<file path="src/rtl/pi_disp_ctrl.sv">
// Display value owner: arbitrates between a local source and bytes assembled
// from a 4-bit strobe/ack link driven by a Raspberry Pi.
module pi_disp_ctrl #(
  parameter int unsigned HOLD_CYC = 1000,
  parameter int unsigned TMO_CYC  = 5000,
  parameter int unsigned CNT_W    = 16
) (
  input  logic       clk,
  input  logic       rst,
  input  logic       pi_stb,
  input  logic [3:0] pi_nib,
  output logic       pi_ack,
  input  logic       loc_valid,
  input  logic [7:0] loc_data,
  output logic       loc_ready,
  output logic [7:0] disp_data,
  output logic       disp_src,
  output logic       err
);

  typedef enum logic [1:0] {WAIT_HI, ACK_HI, WAIT_LO, ACK_LO} link_e;
  typedef enum logic {OWN_LOCAL, OWN_PI} own_e;

  localparam logic [CNT_W-1:0] TMO_LAST  = CNT_W'(TMO_CYC - 1);
  localparam logic [CNT_W-1:0] HOLD_LOAD = CNT_W'(HOLD_CYC - 1);

  logic             stb_m_q, stb_s_q, stb_p_q;
  logic [3:0]       nib_m_q, nib_s_q;
  logic             stb_rise;

  link_e            link_q, link_d;
  logic             ack_q, ack_d;
  logic [3:0]       hi_q, hi_d, lo_q, lo_d;
  logic [CNT_W-1:0] tmo_q, tmo_d;
  logic             byte_done_q, byte_done_d;
  logic             err_q, err_d;

  own_e             own_q, own_d;
  logic [CNT_W-1:0] hold_q, hold_d;
  logic [7:0]       disp_q, disp_d;
  logic             src_q, src_d;
  logic             ready;

  // Two-flop synchronisers; stb_p_q holds the previous synchronised strobe
  always_ff @(posedge clk) begin
    if (rst) begin
      stb_m_q <= 1'b0;
      stb_s_q <= 1'b0;
      stb_p_q <= 1'b0;
      nib_m_q <= 4'h0;
      nib_s_q <= 4'h0;
    end else begin
      stb_m_q <= pi_stb;
      stb_s_q <= stb_m_q;
      stb_p_q <= stb_s_q;
      nib_m_q <= pi_nib;
      nib_s_q <= nib_m_q;
    end
  end

  assign stb_rise = stb_s_q & ~stb_p_q;

  always_comb begin
    link_d      = link_q;
    ack_d       = ack_q;
    hi_d        = hi_q;
    lo_d        = lo_q;
    tmo_d       = tmo_q;
    byte_done_d = 1'b0;
    err_d       = 1'b0;
    case (link_q)
      WAIT_HI: begin
        if (stb_rise) begin
          hi_d   = nib_s_q;
          ack_d  = 1'b1;
          link_d = ACK_HI;
        end
      end
      ACK_HI: begin
        if (!stb_s_q) begin
          ack_d  = 1'b0;
          tmo_d  = '0;
          link_d = WAIT_LO;
        end
      end
      WAIT_LO: begin
        tmo_d = tmo_q + 1'b1;
        // A strobe rise outranks a timeout landing in the same cycle
        if (stb_rise) begin
          lo_d        = nib_s_q;
          ack_d       = 1'b1;
          byte_done_d = 1'b1;
          link_d      = ACK_LO;
        end else if (tmo_q == TMO_LAST) begin
          err_d  = 1'b1;
          hi_d   = 4'h0;
          link_d = WAIT_HI;
        end
      end
      ACK_LO: begin
        if (!stb_s_q) begin
          ack_d  = 1'b0;
          link_d = WAIT_HI;
        end
      end
      default: link_d = WAIT_HI;
    endcase
  end

  assign ready = (own_q == OWN_LOCAL) && !byte_done_q;

  always_comb begin
    own_d  = own_q;
    hold_d = hold_q;
    disp_d = disp_q;
    src_d  = src_q;
    if (byte_done_q) begin
      disp_d = {hi_q, lo_q};
      src_d  = 1'b1;
      hold_d = HOLD_LOAD;
      own_d  = OWN_PI;
    end else if (own_q == OWN_PI) begin
      if (hold_q == '0) begin
        src_d = 1'b0;
        own_d = OWN_LOCAL;
      end else begin
        hold_d = hold_q - 1'b1;
      end
    end else if (loc_valid && ready) begin
      disp_d = loc_data;
    end
  end

  always_ff @(posedge clk) begin
    if (rst) begin
      link_q      <= WAIT_HI;
      ack_q       <= 1'b0;
      tmo_q       <= '0;
      byte_done_q <= 1'b0;
      err_q       <= 1'b0;
      own_q       <= OWN_LOCAL;
      hold_q      <= '0;
      disp_q      <= 8'h00;
      src_q       <= 1'b0;
    end else begin
      link_q      <= link_d;
      ack_q       <= ack_d;
      tmo_q       <= tmo_d;
      byte_done_q <= byte_done_d;
      err_q       <= err_d;
      own_q       <= own_d;
      hold_q      <= hold_d;
      disp_q      <= disp_d;
      src_q       <= src_d;
    end
  end

  // Nibble holding registers are pure data and need no reset
  always_ff @(posedge clk) begin
    hi_q <= hi_d;
    lo_q <= lo_d;
  end

  assign pi_ack    = ack_q;
  assign loc_ready = ready;
  assign disp_data = disp_q;
  assign disp_src  = src_q;
  assign err       = err_q;

endmodule

</file>
<file path="config.mk">
export PLATFORM = sky130hd
export DESIGN_NAME = pi_disp_ctrl
export DESIGN_NICKNAME = d
export VERILOG_FILES = /design/src/rtl/pi_disp_ctrl.sv
export SDC_FILE = /design/constraint.sdc
export NUM_CORES = 1
export LEC_CHECK = 0
export ABC_AREA = 1
export ABC_CLOCK_PERIOD_IN_PS = 2500
export BUFFER_PORTS_ARGS = -buffer_cell sky130_fd_sc_hd__buf_2
export CAP_MARGIN = 20
export CORE_UTILIZATION = 30
export CTS_CLUSTER_SIZE = 16
export DETAILED_ROUTE_END_ITERATION = 10
export PLACE_DENSITY_LB_ADDON = 0.2
export SKIP_LAST_GASP = 1
export SLEW_MARGIN = 20
export SYNTH_ARGS = -nofsm -noshare
export SYNTH_HDL_FRONTEND = slang
export SYNTH_SLANG_ARGS = --single-unit
export TNS_END_PERCENT = 100
</file>
<file path="constraint.sdc">
create_clock -name clk -period 2.5 [get_ports clk]
set_input_delay 0.625 -clock clk [delete_from_list [all_inputs] [get_ports clk]]
set_output_delay 0.625 -clock clk [all_outputs]
set_load 0.005 [all_outputs]
</file>
==> results.py, run 1 <==
metrics = {
    "sta": {
        "worst_slew_margin_rel": 0.5712,
        "slew_viol_final": 0,
        "finalSetupViolations": 0,
        "finalCritPeriodShare": 0.7271,
        "fin_setup_tns_ns": 0,
        "tightestPinTransition_ns": 0.6425,
        "hold_viol": 0,
        "fin_ws_ns": 0.6821,
        "final.min_clock_period_ns": 1.818,
        "max_freq_mhz": 550.1,
        "rsz0062_at_grt": "false",
        "worst_clock_skew_ns": 0.01112,
    },
    "clock_tree": {
        "ctsResizeCount": 0,
        "clock_sinks": 66,
        "clkTransAtPathRegs_ns": 0.09,
        "ctsHtreeMaxLevel": 3,
        "cts_buffers": 9,
        "post-cts-setup-buffers": 0,
        "root_buffer": "clkbuf_8",
        "max-clock-path-buffers": 2,
        "ctsHoldBuffers": 0,
        "cts_tree": "yes",
        "clkLatencyLatePin_ns": 0.35,
    },
    "critical_path": {
        "crit_fanout": 11,
        "crit_path_start_kind": "flop",
        "worst-r2r-cell-count": 7,
        "endpoint_kind": "output pin",
        "worstSetupStartpoint": "own_q",
        "arrival_ns": 1.19,
        "worstPathRequired_ns": 1.88,
        "critical_path_class": "flop to output pin",
        "r2r-start": "tmo_q[0]",
    },
    "synthesis": {
        "ys_seq_elements": 66,
        "synthCells": 427,
        "synthTopCellsByArea": "dfxtp_1 38%, nand2_1 12%, edfxtp_1 7.8%, nor2_1 7.8%, inv_1 7.6%",
        "ys_types": 39,
        "ys_seq_area_frac": 0.4557,
        "yosysWarnings": 0,
        "syn_area_um2": 3075,
        "yosys-top-cells-count": "96 x nand2_1, 64 x nor2_1, 62 x inv_1, 58 x dfxtp_1, 28 x nand3_1",
        "ys_async_sr_fraction": 0,
        "yosysMostFrequentCell": "nand2_1",
        "synthesis.nets": 445,
        "syn-mean-instance-area_um2": 7.202,
        "synth_edf_count": 8,
        "synth_top_area_share": 0.3775,
        "synth_top_area_cell": "dfxtp_1",
        "ys.flop_type": "dfxtp_1",
    },
    "global_route": {
        "grt_usage": 0.1363,
        "grt_pass1_vias": 2378,
        "grt_max_degree": 28,
        "grt_overflow_total": 0,
        "grt_pass1_wl_um": 10970,
        "antenna_found_initial": 0,
    },
    "floorplanning": {
        "die_h_um": 103.3,
        "die_w_um": 103.3,
        "die_area_um2": 10660,
        "core_um2": 9864,
        "initial_core_util": 0.3118,
        "row_count": 36,
        "pin_count": 28,
    },
    "drt": {
        "wirelength_um": 6488,
        "via_per_inst": 4.538,
        "wire_per_inst_um": 10.90,
        "drcViolationCount": 0,
        "drt_pass1_iterations": 4,
        "via_count": 2700,
        "drt_iter0_drc": 115,
        "ant_nets": 0,
    },
    "pwr": {
        "p_leak_nw": 1.507,
        "p_per_area_nw_per_um2": 591.8,
        "ir_drop_mv": 0.2761,
    },
    "finish": {
        "drive_gt1_frac": 0.1429,
        "area_delta_synth_final_pct": 14.89,
        "finalNetCount": 475,
        "post-route-util": 0.3582,
        "diodes": 0,
    },
    "worst_hold_path": {
        "hold_path.startpoint": "nib_m_q[3]",
        "hp-class": "flop to flop",
        "hold-path-cell-count": 2,
    },
    "status": {
        "status": "complete, no violations",
    },
    "place": {
        "portBuffers": 27,
        "place_congestion": 0.8013,
        "dp_slack_ns": 0.8305,
        "hpwl_um": 4578,
    },
    "run": {
        "max_cap_viol_count": 0,
    },
}
[worst max-delay path, stage by stage (launching register included)]
cell,delay (ns)
dfxtp_1,0.44
buf_4,0.22
nor2_1,0.05
buf_2,0.14
[final cells by class]
cell class	count	area (µm²)
clock inverters	7	60.06
fillers	1057	6331
inverters	66	250.2
multi-input cells	282	1359
well taps	133	166.4
repair buffers	32	172.7
flip-flops and latches	66	1401
clock buffers	9	123.9
[stage by stage]
stage                     area [µm²]  hold slack [ns]  power (mW)  cells
after floorplan                 3075           0.3883       1.226    427
after global placement          3349           0.3898       1.269    579
after detailed placement        3349           0.3969       1.271    579
after CTS                       3533           0.4103       2.138    595
after global routing            3533           0.4220       2.205    595
final                           3533           0.4069       2.091    595
[report_power, final]
group          total, mW  switching [mW]  internal (mW)
registers           1.11          0.0132           1.10
clock network      0.846           0.469          0.377
logic              0.132          0.0838         0.0485
total               2.09           0.566           1.52
[placed cells by master, fill, tap and decap left out, types with 3 or more instances in the layout]
master / synthesis / final
a211oi_1: 3 / 3
a21oi_1: 18 / 18
a31oi_1: 13 / 13
buf_2: 4 / 27
buf_4: 1 / 5
clkbuf_8: 0 / 9
dfxtp_1: 58 / 58
edfxtp_1: 8 / 8
inv_1: 62 / 62
inv_2: 3 / 3
nand2_1: 96 / 96
nand3_1: 28 / 28
nand3_2: 4 / 4
nand4_1: 5 / 5
nor2_1: 64 / 64
nor2_2: 3 / 3
o21ai_0: 22 / 22
xor2_1: 3 / 3
[final timing paths]
kind | slack, ns | to
max | 0.68 | loc_ready
min | 0.41 | nib_s_q[3]
max reg2reg | 0.84 | hi_q[2]
min reg2reg | 0.41 | nib_s_q[3]
[registers in the layout, indices dropped and copies added, names as in the netlist, 2 cells and up]
register   cells
nib_m_q        4
link_q         2
hold_q        16
disp_data      8
nib_s_q        4
hi_q           4
lo_q           4
tmo_q         16
[metal layers]
metal	share of wire	GRT usage	routed length, µm
met3	0.048	0.05242	309
met4	0.0017	0.04550	11
met1	0.47	0.1691	3075
met2	0.48	0.2174	3091
met5	0	0	0
[cell families after synthesis]
family | after synthesis | synth area share
xor gates and xnor gates | 4 | 0.01139
and+or+nand+nor | 211 | 0.3002
AOI/OAI and AO/OA | 65 | 0.1221
adders and majority gates | 2 | 0.008135
buffers and inverters | 79 | 0.1025
DFF | 66 | 0.4557
Power figures use the tool's default switching activity.
==> inputs of run 2 (changes only) <==
- ABC_CLOCK_PERIOD_IN_PS: 2500 -> 1700
- clock period: 2.5 -> 1.7 ns (I/O delays scaled with it)
==> results.py, run 2 (synthesis results as in run 1) <==
metrics = {
    "status": {
        "status": "complete, no violations",
    },
    "worst_hold_path": {
        "hp-class": "input pin to flop",
        "hold-path-cell-count": 3,
    },
    "floorplanning": {
        "die_h_um": 103.3,
        "row_count": 36,
        "core_um2": 9864,
        "die_area_um2": 10660,
        "pin_count": 28,
        "die_w_um": 103.3,
        "initial_core_util": 0.3118,
    },
    "sta": {
        "slew_viol_final": 0,
        "worst_clock_skew_ns": 0.01158,
        "worst_slew_margin_rel": 0.7291,
        "max_freq_mhz": 652.1,
        "whs_ns": 0.2755,
        "fin_ws_ns": 0.1666,
        "tightestPinTransition_ns": 0.4058,
        "rsz0062_at_grt": "true",
        "finalSetupViolations": 0,
        "final.min_clock_period_ns": 1.533,
        "finalCritPeriodShare": 0.9020,
        "hold_viol": 0,
    },
    "pwr": {
        "p_leak_nw": 1.549,
        "p_per_area_nw_per_um2": 885.6,
        "fin_total_pwr_mw": 3.209,
        "ir_drop_mv": 0.4553,
    },
    "finish": {
        "final_cell_mix": "95 x nand2_1, 64 x nor2_1, 61 x inv_1",
        "area_delta_synth_final_pct": 17.82,
        "fin_cells": 601,
        "final_common_cell": "nand2_1",
        "finalNetCount": 481,
        "post-route-util": 0.3673,
        "drive_gt1_frac": 0.1624,
        "fill_cells": 1049,
        "diodes": 0,
    },
    "drt": {
        "drcViolationCount": 0,
        "wire_per_inst_um": 11.23,
        "via_per_inst": 4.486,
        "drt_pass1_iterations": 4,
        "ant_nets": 0,
        "wirelength_um": 6749,
        "drt_iter0_drc": 83,
        "via_count": 2696,
    },
    "place": {
        "portBuffers": 27,
        "dp_slack_ns": -0.01393,
        "hpwl_um": 4871,
        "place_congestion": 0.8284,
        "place_inst": 585,
    },
    "critical_path": {
        "crit_fanout": 13,
        "arrival_ns": 1.77,
        "worstPathRequired_ns": 1.94,
        "critical_path_class": "flop to flop",
        "crit_path_start_kind": "flop",
        "endpoint_kind": "flop",
        "worst-r2r-cell-count": 10,
    },
    "clock_tree": {
        "clkLatencyLatePin_ns": 0.35,
        "root_buffer": "clkbuf_8",
        "clkTransAtPathRegs_ns": 0.08,
        "cts_tree": "yes",
        "cts_buffers": 9,
        "clock_sinks": 66,
        "ctsHoldBuffers": 0,
        "ctsHtreeMaxLevel": 3,
        "max-clock-path-buffers": 2,
    },
    "global_route": {
        "grt_max_degree": 22,
        "grt_usage": 0.1389,
        "grt_pass1_wl_um": 11360,
        "grt_overflow_total": 0,
        "antenna_found_initial": 0,
        "grt_pass1_vias": 2497,
    },
    "run": {
        "max_cap_viol_count": 0,
    },
}
## run 2: timing repair
item                                    CTS  global route
pin swaps                                 0             1
gates resized for setup                   1             4
buffers inserted                          0             0
endpoints found under the setup margin    4             6
## run 2: routing by layer
metal  global-route usage  vias to the layer above  part of all wire
met3              0.04099                        7             0.027
met2               0.2359                       26              0.48
met1               0.1711                     1230              0.49
li1                     -                     1433                 -
met5                    0                        -                 0
met4              0.03900                        0            0.0077
## run 2: final cells by class
| class | instances | area [µm²] | share of cell area |
|---|---|---|---|
| Tap cell | 133 | 166.4 | 0.04593 |
| Inverter | 66 | 250.2 | 0.06906 |
| Sequential cell | 66 | 1403 | 0.3871 |
| Clock inverter | 7 | 77.57 | 0.02141 |
| Clock buffer | 9 | 123.9 | 0.03419 |
| Multi-Input combinational cell | 282 | 1373 | 0.3788 |
| Timing Repair Buffer | 38 | 230.2 | 0.06354 |
## run 2: final timing paths
path | start | end | slack (ns)
worst max register to register | hold_q[0] | hold_q[11] | 0.17
worst max-delay path | hold_q[0] | hold_q[11] | 0.17
worst min-delay path | pi_nib[0] | nib_m_q[0] | 0.28
worst min register to register | nib_m_q[2] | nib_s_q[2] | 0.40
## run 2: power by group
part           switching, mW  internal [mW]  total, mW
registers             0.0198           1.62       1.64
logic                  0.127         0.0797      0.207
clock network          0.676          0.690       1.37
total                  0.823           2.39       3.21
## run 2: metrics by stage
stage | TNS (ns) | instance area (µm²)
3_3_place_gp | 0 | 3407
3_5_place_dp | -0.05541 | 3407
2_1_floorplan | 0 | 3075
5_1_grt | -0.002620 | 3623
6_report | 0 | 3623
4_1_cts | 0 | 3612
## run 2: worst max-delay path, cell delays in order, from the launching register on
cell     delay [ns]
dfxtp_1        0.33
inv_1          0.07
ha_1           0.23
nand2_2        0.13
nor2_4         0.06
nand2_4        0.16
nand2_4        0.13
nor2_1         0.17
nand2_1        0.06
nand2_1        0.06
nor2_1         0.04
